`src/rtl/trace_frame_rx_if.sv`:
```
// Byte stream from uart_rx into the trace deframer.
interface trace_frame_rx_if;
  logic       rx_dv;
  logic [7:0] rx_byte;

  modport master (output rx_dv, output rx_byte);
  modport slave  (input  rx_dv, input  rx_byte);
endinterface

```
`src/rtl/trace_frame_rx.sv`:
```
// Trace-link deframer: rebuilds pt/key/ct header and the sensor sample stream,
// tracks the first end-of-encryption marker and aborts frames on inter-byte gaps.
module trace_frame_rx #(
  parameter int BLOCK_SIZE         = 64,
  parameter int KEY_SIZE           = 80,
  parameter int SAMPLES_TO_COLLECT = 1024,
  parameter int DONE_MARK          = 253,
  parameter int IDLE_TIMEOUT       = 100000
) (
  input  logic                                  clk,
  input  logic                                  c10_resetn,
  trace_frame_rx_if.slave                       rx,
  output logic [BLOCK_SIZE-1:0]                 pt_o,
  output logic [KEY_SIZE-1:0]                   key_o,
  output logic [BLOCK_SIZE-1:0]                 ct_o,
  output logic                                  hdr_vld,
  output logic                                  smp_vld,
  output logic [7:0]                            smp_data,
  output logic [$clog2(SAMPLES_TO_COLLECT)-1:0] smp_idx,
  output logic                                  done_seen,
  output logic [$clog2(SAMPLES_TO_COLLECT)-1:0] done_idx,
  output logic                                  frame_done,
  output logic                                  frame_err,
  output logic                                  busy,
  output logic [15:0]                           frame_cnt
);

  localparam int IDX_W     = $clog2(SAMPLES_TO_COLLECT);
  localparam int PT_BYTES  = BLOCK_SIZE / 8;
  localparam int KEY_BYTES = KEY_SIZE / 8;
  localparam int MAX_BYTES = (KEY_BYTES > PT_BYTES) ? KEY_BYTES : PT_BYTES;
  localparam int BC_W      = $clog2(MAX_BYTES) + 1;

  localparam logic [BC_W-1:0]  PT_LAST  = BC_W'(PT_BYTES - 1);
  localparam logic [BC_W-1:0]  KEY_LAST = BC_W'(KEY_BYTES - 1);
  localparam logic [IDX_W-1:0] SMP_LAST = IDX_W'(SAMPLES_TO_COLLECT - 1);
  localparam logic [31:0]      GAP_MAX  = 32'(IDLE_TIMEOUT - 1);
  localparam logic [7:0]       MARK     = 8'(DONE_MARK);

  typedef enum logic [2:0] {S_IDLE, S_PT, S_KEY, S_CT, S_SMP} state_t;

  state_t                state_q, state_d;
  logic [BC_W-1:0]       bcnt_q, bcnt_d;
  logic [31:0]           gap_q, gap_d;
  logic [IDX_W-1:0]      sidx_q, sidx_d;
  logic [BLOCK_SIZE-1:0] pt_sh_q, pt_sh_d;
  logic [KEY_SIZE-1:0]   key_sh_q, key_sh_d;
  // CT shadow omits the final byte: it is merged straight into ct_o.
  logic [BLOCK_SIZE-9:0] ct_sh_q, ct_sh_d;
  logic [BLOCK_SIZE-1:0] pt_q, pt_d, ct_q, ct_d;
  logic [KEY_SIZE-1:0]   key_q, key_d;
  logic                  hdr_vld_q, hdr_vld_d;
  logic                  smp_vld_q, smp_vld_d;
  logic [7:0]            smp_data_q, smp_data_d;
  logic [IDX_W-1:0]      smp_idx_q, smp_idx_d;
  logic                  done_seen_q, done_seen_d;
  logic [IDX_W-1:0]      done_idx_q, done_idx_d;
  logic                  frame_done_q, frame_done_d;
  logic                  frame_err_q, frame_err_d;
  logic [15:0]           frame_cnt_q, frame_cnt_d;
  logic                  expire;

  always_comb begin
    state_d      = state_q;
    bcnt_d       = bcnt_q;
    gap_d        = gap_q;
    sidx_d       = sidx_q;
    pt_sh_d      = pt_sh_q;
    key_sh_d     = key_sh_q;
    ct_sh_d      = ct_sh_q;
    pt_d         = pt_q;
    key_d        = key_q;
    ct_d         = ct_q;
    hdr_vld_d    = 1'b0;
    smp_vld_d    = 1'b0;
    smp_data_d   = smp_data_q;
    smp_idx_d    = smp_idx_q;
    done_seen_d  = done_seen_q;
    done_idx_d   = done_idx_q;
    frame_done_d = 1'b0;
    frame_err_d  = 1'b0;
    frame_cnt_d  = frame_cnt_q;

    // A byte in the expiry cycle wins over the timeout.
    expire = (state_q != S_IDLE) && !rx.rx_dv && (gap_q + 32'd1 == GAP_MAX);
    if (state_q != S_IDLE)
      gap_d = rx.rx_dv ? '0 : gap_q + 32'd1;

    case (state_q)
      S_IDLE: if (rx.rx_dv) begin
        pt_sh_d     = {pt_sh_q[BLOCK_SIZE-9:0], rx.rx_byte};
        bcnt_d      = BC_W'(1);
        gap_d       = '0;
        done_seen_d = 1'b0;
        done_idx_d  = '0;
        state_d     = S_PT;
      end
      S_PT: if (rx.rx_dv) begin
        pt_sh_d = {pt_sh_q[BLOCK_SIZE-9:0], rx.rx_byte};
        if (bcnt_q == PT_LAST) begin
          bcnt_d  = '0;
          state_d = S_KEY;
        end else begin
          bcnt_d = bcnt_q + BC_W'(1);
        end
      end
      S_KEY: if (rx.rx_dv) begin
        key_sh_d = {key_sh_q[KEY_SIZE-9:0], rx.rx_byte};
        if (bcnt_q == KEY_LAST) begin
          bcnt_d  = '0;
          state_d = S_CT;
        end else begin
          bcnt_d = bcnt_q + BC_W'(1);
        end
      end
      S_CT: if (rx.rx_dv) begin
        if (bcnt_q == PT_LAST) begin
          pt_d      = pt_sh_q;
          key_d     = key_sh_q;
          ct_d      = {ct_sh_q, rx.rx_byte};
          hdr_vld_d = 1'b1;
          bcnt_d    = '0;
          sidx_d    = '0;
          state_d   = S_SMP;
        end else begin
          ct_sh_d = {ct_sh_q[BLOCK_SIZE-17:0], rx.rx_byte};
          bcnt_d  = bcnt_q + BC_W'(1);
        end
      end
      S_SMP: if (rx.rx_dv) begin
        smp_vld_d  = 1'b1;
        smp_data_d = rx.rx_byte;
        smp_idx_d  = sidx_q;
        if (rx.rx_byte == MARK && !done_seen_q) begin
          done_seen_d = 1'b1;
          done_idx_d  = sidx_q;
        end
        if (sidx_q == SMP_LAST) begin
          frame_done_d = 1'b1;
          frame_cnt_d  = frame_cnt_q + 16'd1;
          sidx_d       = '0;
          state_d      = S_IDLE;
        end else begin
          sidx_d = sidx_q + IDX_W'(1);
        end
      end
      default: state_d = S_IDLE;
    endcase

    // Abort drops the partial frame; published fields and counters stay put.
    if (expire) begin
      frame_err_d = 1'b1;
      state_d     = S_IDLE;
      bcnt_d      = '0;
      gap_d       = '0;
      sidx_d      = '0;
      pt_sh_d     = '0;
      key_sh_d    = '0;
      ct_sh_d     = '0;
    end
  end

  always_ff @(posedge clk) begin
    if (!c10_resetn) begin
      state_q      <= S_IDLE;
      bcnt_q       <= '0;
      gap_q        <= '0;
      sidx_q       <= '0;
      pt_sh_q      <= '0;
      key_sh_q     <= '0;
      ct_sh_q      <= '0;
      pt_q         <= '0;
      key_q        <= '0;
      ct_q         <= '0;
      hdr_vld_q    <= 1'b0;
      smp_vld_q    <= 1'b0;
      smp_data_q   <= '0;
      smp_idx_q    <= '0;
      done_seen_q  <= 1'b0;
      done_idx_q   <= '0;
      frame_done_q <= 1'b0;
      frame_err_q  <= 1'b0;
      frame_cnt_q  <= '0;
    end else begin
      state_q      <= state_d;
      bcnt_q       <= bcnt_d;
      gap_q        <= gap_d;
      sidx_q       <= sidx_d;
      pt_sh_q      <= pt_sh_d;
      key_sh_q     <= key_sh_d;
      ct_sh_q      <= ct_sh_d;
      pt_q         <= pt_d;
      key_q        <= key_d;
      ct_q         <= ct_d;
      hdr_vld_q    <= hdr_vld_d;
      smp_vld_q    <= smp_vld_d;
      smp_data_q   <= smp_data_d;
      smp_idx_q    <= smp_idx_d;
      done_seen_q  <= done_seen_d;
      done_idx_q   <= done_idx_d;
      frame_done_q <= frame_done_d;
      frame_err_q  <= frame_err_d;
      frame_cnt_q  <= frame_cnt_d;
    end
  end

  assign pt_o       = pt_q;
  assign key_o      = key_q;
  assign ct_o       = ct_q;
  assign hdr_vld    = hdr_vld_q;
  assign smp_vld    = smp_vld_q;
  assign smp_data   = smp_data_q;
  assign smp_idx    = smp_idx_q;
  assign done_seen  = done_seen_q;
  assign done_idx   = done_idx_q;
  assign frame_done = frame_done_q;
  assign frame_err  = frame_err_q;
  assign busy       = (state_q != S_IDLE);
  assign frame_cnt  = frame_cnt_q;

endmodule

```
`src/flat_wrapper.sv`:
```
// flat-port wrapper written by rule: the top's interface ports become plain ports
module trace_frame_rx_flat 
#(
  parameter int BLOCK_SIZE         = 64,
  parameter int KEY_SIZE           = 80,
  parameter int SAMPLES_TO_COLLECT = 1024,
  parameter int DONE_MARK          = 253,
  parameter int IDLE_TIMEOUT       = 100000
)
  (clk, c10_resetn, pt_o, key_o, ct_o, hdr_vld, smp_vld, smp_data, smp_idx, done_seen, done_idx, frame_done, frame_err, busy, frame_cnt, rx_rx_dv, rx_rx_byte);
  trace_frame_rx_if rx_i ();
  input  logic clk;
  input  logic c10_resetn;
  output logic [BLOCK_SIZE-1:0] pt_o;
  output logic [KEY_SIZE-1:0] key_o;
  output logic [BLOCK_SIZE-1:0] ct_o;
  output logic hdr_vld;
  output logic smp_vld;
  output logic [7:0] smp_data;
  output logic [$clog2(SAMPLES_TO_COLLECT)-1:0] smp_idx;
  output logic done_seen;
  output logic [$clog2(SAMPLES_TO_COLLECT)-1:0] done_idx;
  output logic frame_done;
  output logic frame_err;
  output logic busy;
  output logic [15:0] frame_cnt;
  input wire logic [$bits(rx_i.rx_dv)-1:0] rx_rx_dv;
  input wire logic [$bits(rx_i.rx_byte)-1:0] rx_rx_byte;
  assign rx_i.rx_dv = rx_rx_dv;
  assign rx_i.rx_byte = rx_rx_byte;
  trace_frame_rx #(.BLOCK_SIZE(BLOCK_SIZE), .KEY_SIZE(KEY_SIZE), .SAMPLES_TO_COLLECT(SAMPLES_TO_COLLECT), .DONE_MARK(DONE_MARK), .IDLE_TIMEOUT(IDLE_TIMEOUT)) u_core (.clk(clk), .c10_resetn(c10_resetn), .rx(rx_i), .pt_o(pt_o), .key_o(key_o), .ct_o(ct_o), .hdr_vld(hdr_vld), .smp_vld(smp_vld), .smp_data(smp_data), .smp_idx(smp_idx), .done_seen(done_seen), .done_idx(done_idx), .frame_done(frame_done), .frame_err(frame_err), .busy(busy), .frame_cnt(frame_cnt));
endmodule
```
`config.mk`:
```
export PLATFORM = sky130hd
export DESIGN_NAME = trace_frame_rx_flat
export DESIGN_NICKNAME = d
export VERILOG_FILES = /design/src/rtl/trace_frame_rx_if.sv /design/src/rtl/trace_frame_rx.sv /design/src/flat_wrapper.sv
export SDC_FILE = /design/constraint.sdc
export NUM_CORES = 1
export LEC_CHECK = 0
export BUFFER_PORTS_ARGS = -buffer_cell sky130_fd_sc_hd__clkbuf_2
export CORE_MARGIN = 2
export CORE_UTILIZATION = 40
export DETAILED_ROUTE_END_ITERATION = 16
export PLACE_DENSITY = 0.61
export SYNTH_ARGS = -nofsm -noshare
export SYNTH_HDL_FRONTEND = slang
export SYNTH_SLANG_ARGS = --single-unit
```
`constraint.sdc`:
```
create_clock -name clk -period 4 [get_ports clk]
set_clock_uncertainty 0.05 [all_clocks]
set_input_delay 0.4 -clock clk [delete_from_list [all_inputs] [get_ports clk]]
set_output_delay 0.4 -clock clk [all_outputs]
set_load 0.005 [all_outputs]
```
Word-level counts from Yosys, hierarchy flattened
Cells that the tools add are included.
Widths: inputs -> output; s select.
{"block": "classes", "n_mux": 37, "n_eq_ne": 20, "reduce_logical": 26, "addsub": 4, "bitwise_logic": 2}
{"op": "$mux 32", "count": 4}
{"op": "$mux 10", "count": 7}
{"op": "$pmux 10 s2", "count": 2}
{"op": "$add 32x1->32 const B", "count": 1}
{"op": "$eq 32x17->1 const B", "count": 1}
{"op": "$mux 3", "count": 9}
{"op": "$mux 5", "count": 5}
{"op": "$add 16x1->16 const B", "count": 1}
{"op": "$pmux 3 s5", "count": 1}
{"op": "$pmux 5 s3", "count": 1}
{"op": "$reduce_and 3->1", "count": 5}
{"op": "$ne 2x1->1 const B", "count": 6}
{"op": "$reduce_and 4->1", "count": 3}
{"op": "$add 10x1->10 const B", "count": 1}
{"op": "$eq 10x10->1 const B", "count": 1}
{"op": "$ne 2x2->1 const B", "count": 5}
{"op": "$reduce_and 9->1", "count": 1}
{"op": "$eq 8x8->1 const B", "count": 1}
{"op": "$reduce_and 2->1", "count": 4}
{"op": "$mux 1", "count": 7}
{"op": "$eq 3x2->1 const B", "count": 2}
{"op": "$reduce_bool 3->1", "count": 2}
{"op": "$reduce_or 2->1", "count": 3}
{"op": "$add 5x1->5 const B", "count": 1}
{"op": "10 further kinds", "count": 15}
{"block": "totals", "elab_cells": 108, "ff_bits": 507, "in_bits": 11}

Depth between registers and ports, before layout
{"block": "depth", "ltp_word": 5, "mapped_depth": 11}

Worst setup path before layout
Ideal clock, no wire load.
{"block": "synth_timing", "path_type": "register to register", "from": "register u_core.gap_q[10]", "to": "register u_core.gap_q[15]", "n_path_buf": 3, "stages_incl_launch_ff": 11, "path_slack_ns": 1.119, "arrival_time_ns": 2.712, "cell_sequence": "dfxtp_1 > clkbuf_1 > inv_1 > or4_1 > or4b_1 > a211oi_1 > nand4_1 > nor4b_4 > buf_4 > buf_4 > nor3b_1"}
{"block": "synth_via", "elab_chain_cells": 5, "word_cells_on_any_way": 8, "cone_classes": "1 x add/sub; 1 x eq/ne; 4 x mux; 2 x reduce/logical"}
{"element": "from (decl)", "line_no": "trace_frame_rx.sv:44", "source": "logic [31:0] gap_q, gap_d;"}
{"element": "from (signal assigned)", "line_no": "trace_frame_rx.sv:187", "source": "gap_q <= gap_d;"}
{"element": "$add 32x1->32 (*)", "line_no": "trace_frame_rx.sv:85, trace_frame_rx.sv:87"}
{"element": "parallel branches: the longest is 4 deep, another holds $eq 32x17->1"}
Mark *: on every way between the ends.
A chain may end at the register's enable or synchronous reset.

Final worst setup path
{"block": "layout_timing", "from": "register u_core.gap_q[6]", "to": "register u_core.gap_q[1]"}
{"block": "layout_via", "elab_chain_cells": 4}
{"element": "$add 32x1->32", "line_no": "trace_frame_rx.sv:85", "source": "expire = (state_q != S_IDLE) && !rx.rx_dv && (gap_q + 32'd1 == GAP_MAX);"}
{"element": "$eq 32x17->1", "line_no": "trace_frame_rx.sv:85"}
{"element": "$logic_and 1x1->1", "line_no": "trace_frame_rx.sv:85"}
{"element": "$reduce_or 2->1 (no line)"}
Every way passes these cells.

==> impl_metrics.csv <==
group,metric,value,unit
yosys,yosysTopAreaCell,"dfxtp_1",
min_path,hold_start,"rx_rx_byte[0]",
die,core_region_area,50300,um2
finish,fin_nets,2377,
route,remaining_drc_errors,0,
clock_tree,post_cts_resize_count,0,
die,std_cell_rows,82,
finish,syn_to_final_growth,17.6,%
yosys,syn-instance-count,2187,
yosys,syn_avg_cell_area,9.33,um2
route,drtPass1Iterations,6,
sta,whs,0.137,ns
pwr,irDropWorstVdd,0.000304,V
route,vias,15900,
global_route,gr-usage-all-layers,19.1,%
yosys,async_reset_ff_share,0,%
yosys,ys.flop_type,"dfxtp_1",
route,wl_per_cell,16.9,um
sta,hold_viol,0,
yosys,ys_types,53,
sta,max_slew_margin,16.5,%
clock_tree,clk_pin_slew,0.06,ns
placement,port_buffers,268,
clock_tree,cts_buffers,55,
yosys,netlist.area_leader.share,49.8,%
pwr,powerDensity,440,nW/um2
yosys,synth_fp_nets,2204,
yosys,netlist_area,20400,um2
finish,nFillCells,4832,
critical_path,required,4.36,ns
finish,final_common_cell,"dfxtp_1",
yosys,ys_ff_latch,507,
critical_path,arrival,3.76,ns
min_path,min_path_type,"primary input to register",
min_path,hold_path_depth,3,
global_route,grt_first_pass_wirelength,83100,um
clock_tree,numClockSinks,507,
critical_path,startpoint,"u_core.gap_q[6]",
sta,min_period_over_period,85.1,%
sta,period_minus_slack,3.40,ns
clock_tree,cts_max_level,2,
run,maxCapViolCount,0,
global_route,grt-ovfl-total,0,
route,vias_per_cell,5.17,
placement,gp_congestion,0.835,
yosys,yosys_warnings,0,
route,postRouteAntennaNets,0,
sta,worst_pin_slew,1.25,ns
critical_path,ff2ff_setup_slack,0.60,ns
critical_path,cp_max_fo,65,
die,ioPinCount,269,
run_status,status,"finished, final reports clean",
die,initial_core_util,40.6,%
yosys,synth-edff-count,0,
die,die_area,52800,um2
clock_tree,clk_latency,0.60,ns
placement,hpwl,33400,um
clock_tree,cts_tree,"yes",
finish,drive_gt1_share,16.0,%
critical_path,rr_worst_depth,9,
pwr,p_leak,0.00830,uW
route,drt_iter0_markers,1157,
finish,antenna_cells,0,
sta,setup_viol,0,
die,die_h,230,um
critical_path,worst_setup_path_end_kind,"register",
critical_path,worst-setup-path-type,"register to register",
critical_path,critPathLaunchType,"register",
critical_path,r2r-start,"u_core.gap_q[6]",
clock_tree,cts_buffer_depth,3,
finish,layout_common_cells,"dfxtp_1, nand2_1, clkbuf_2",
yosys,synth_area_leaders,"dfxtp_1, mux2i_1, nand2_1",
sta,tns,0,ns
route,wirelength,52000,um
global_route,grt_antenna_before_repair,0,
global_route,grt_pass1_vias,14900,
clock_tree,post_cts_buffers,0,
sta,max_freq,0.294,GHz
clock_tree,hold_buffers,0,
yosys,ys_seq_area_share,49.8,%
sta,rsz0062_at_grt,"false",
die,die_w,230,um
global_route,grt_max_degree,296,
clock_tree,cts_root_buffer,"clkbuf_16",
sta,finalMaxSlewViolations,0,
[path summary, 6_finish.rpt]
kind	to
max reg2reg	u_core.gap_q[1]
max	u_core.gap_q[1]
min reg2reg	u_core.pt_o[61]
min	u_core.ct_o[0]
[Yosys cell counts, types with 2 or more instances]
library cell  number
a211oi_1           3
a21boi_0         231
a21oi_1           11
a22oi_1           12
a31oi_1            5
and2_1            20
and3_1            18
and4_1             8
buf_1              3
buf_2              4
buf_4             23
clkbuf_1         142
dfxtp_1          507
ha_1               6
inv_1             11
mux2i_1          202
nand2_1          503
nand2b_1           2
nand3_1           21
nand4_1           22
nand4b_1           3
nand4bb_1          2
nor2_1            55
nor2b_1           16
nor3_1            32
nor3b_1          209
nor4_1             6
nor4b_1            3
o2111ai_1          2
o211ai_1           2
o21ai_0           21
o31ai_1            7
or3_1              8
or4_1              2
xnor2_1           29
xor2_1            19
[layout make-up]
type	instances	area, um2	share of cell area [%]
Multi-Input combinational cell	1496	9490	39.5
Clock buffer	83	1670	6.97
Clock inverter	16	191	0.798
Sequential cell	507	10100	42.3
Inverter	11	41.3	0.172
Tap cell	672	841	3.50
Timing Repair Buffer	289	1610	6.71
[sequential cells by signal, indices dropped and copies added (netlist names), 16 cells and up]
| name | count |
|---|---|
| u_core.ct_o | 64 |
| u_core.ct_sh_q | 56 |
| u_core.frame_cnt | 16 |
| u_core.gap_q | 32 |
| u_core.key_o | 80 |
| u_core.key_sh_q | 80 |
| u_core.pt_o | 64 |
| u_core.pt_sh_q | 64 |
[per-layer routing]
| layer | global-route usage [%] | wire length, um | up-vias |
|---|---|---|---|
| met4 | 6.11 | 1440 | 0 |
| li1 | - | - | 7822 |
| met5 | 0 | 0 | - |
| met2 | 30.4 | 23600 | 324 |
| met1 | 26.6 | 24800 | 7667 |
| met3 | 3.05 | 2160 | 90 |
[logic make-up after synthesis]
group,synth area share [%]
mux,9.97
xor+xnor,2.06
simple gates,23.1
compound gates,10.8
fa+ha+maj,0.368
buf+inv,3.87
flops,49.8
[where the power goes]
part           switching [uW]  leakage [uW]  internal [uW]
combinational             182       0.00330            144
clock                    2060      0.000914           3070
sequential               25.7       0.00408           5070
total                    2270       0.00830           8290
[worst max-delay path, stage by stage, from the launching register on]
cell,delay (ns)
dfxtp_1,0.50
nand4_1,0.22
or4_1,0.56
or4b_1,0.49
a211oi_1,0.26
nand4_1,0.17
nor4b_4,0.29
buf_4,0.24
buf_12,0.29
nor3_1,0.11
[per-stage QoR]
step / util [%] / std cells / area, um2 / setup WS (ns) / power (uW)
after CTS: 47.7 / 3074 / 24000 / 0.628 / 10700
after floorplan: - / 2187 / 20400 / 1.12 / 5450
after global placement: 44.0 / 2975 / 22100 / 0.714 / 5530
after detailed placement: 44.0 / 2975 / 22100 / 0.654 / 5530
after global routing: 47.7 / 3074 / 24000 / 0.368 / 10900
final: 47.7 / 3074 / 24000 / 0.595 / 10600
(Power assumes the default switching activity.)
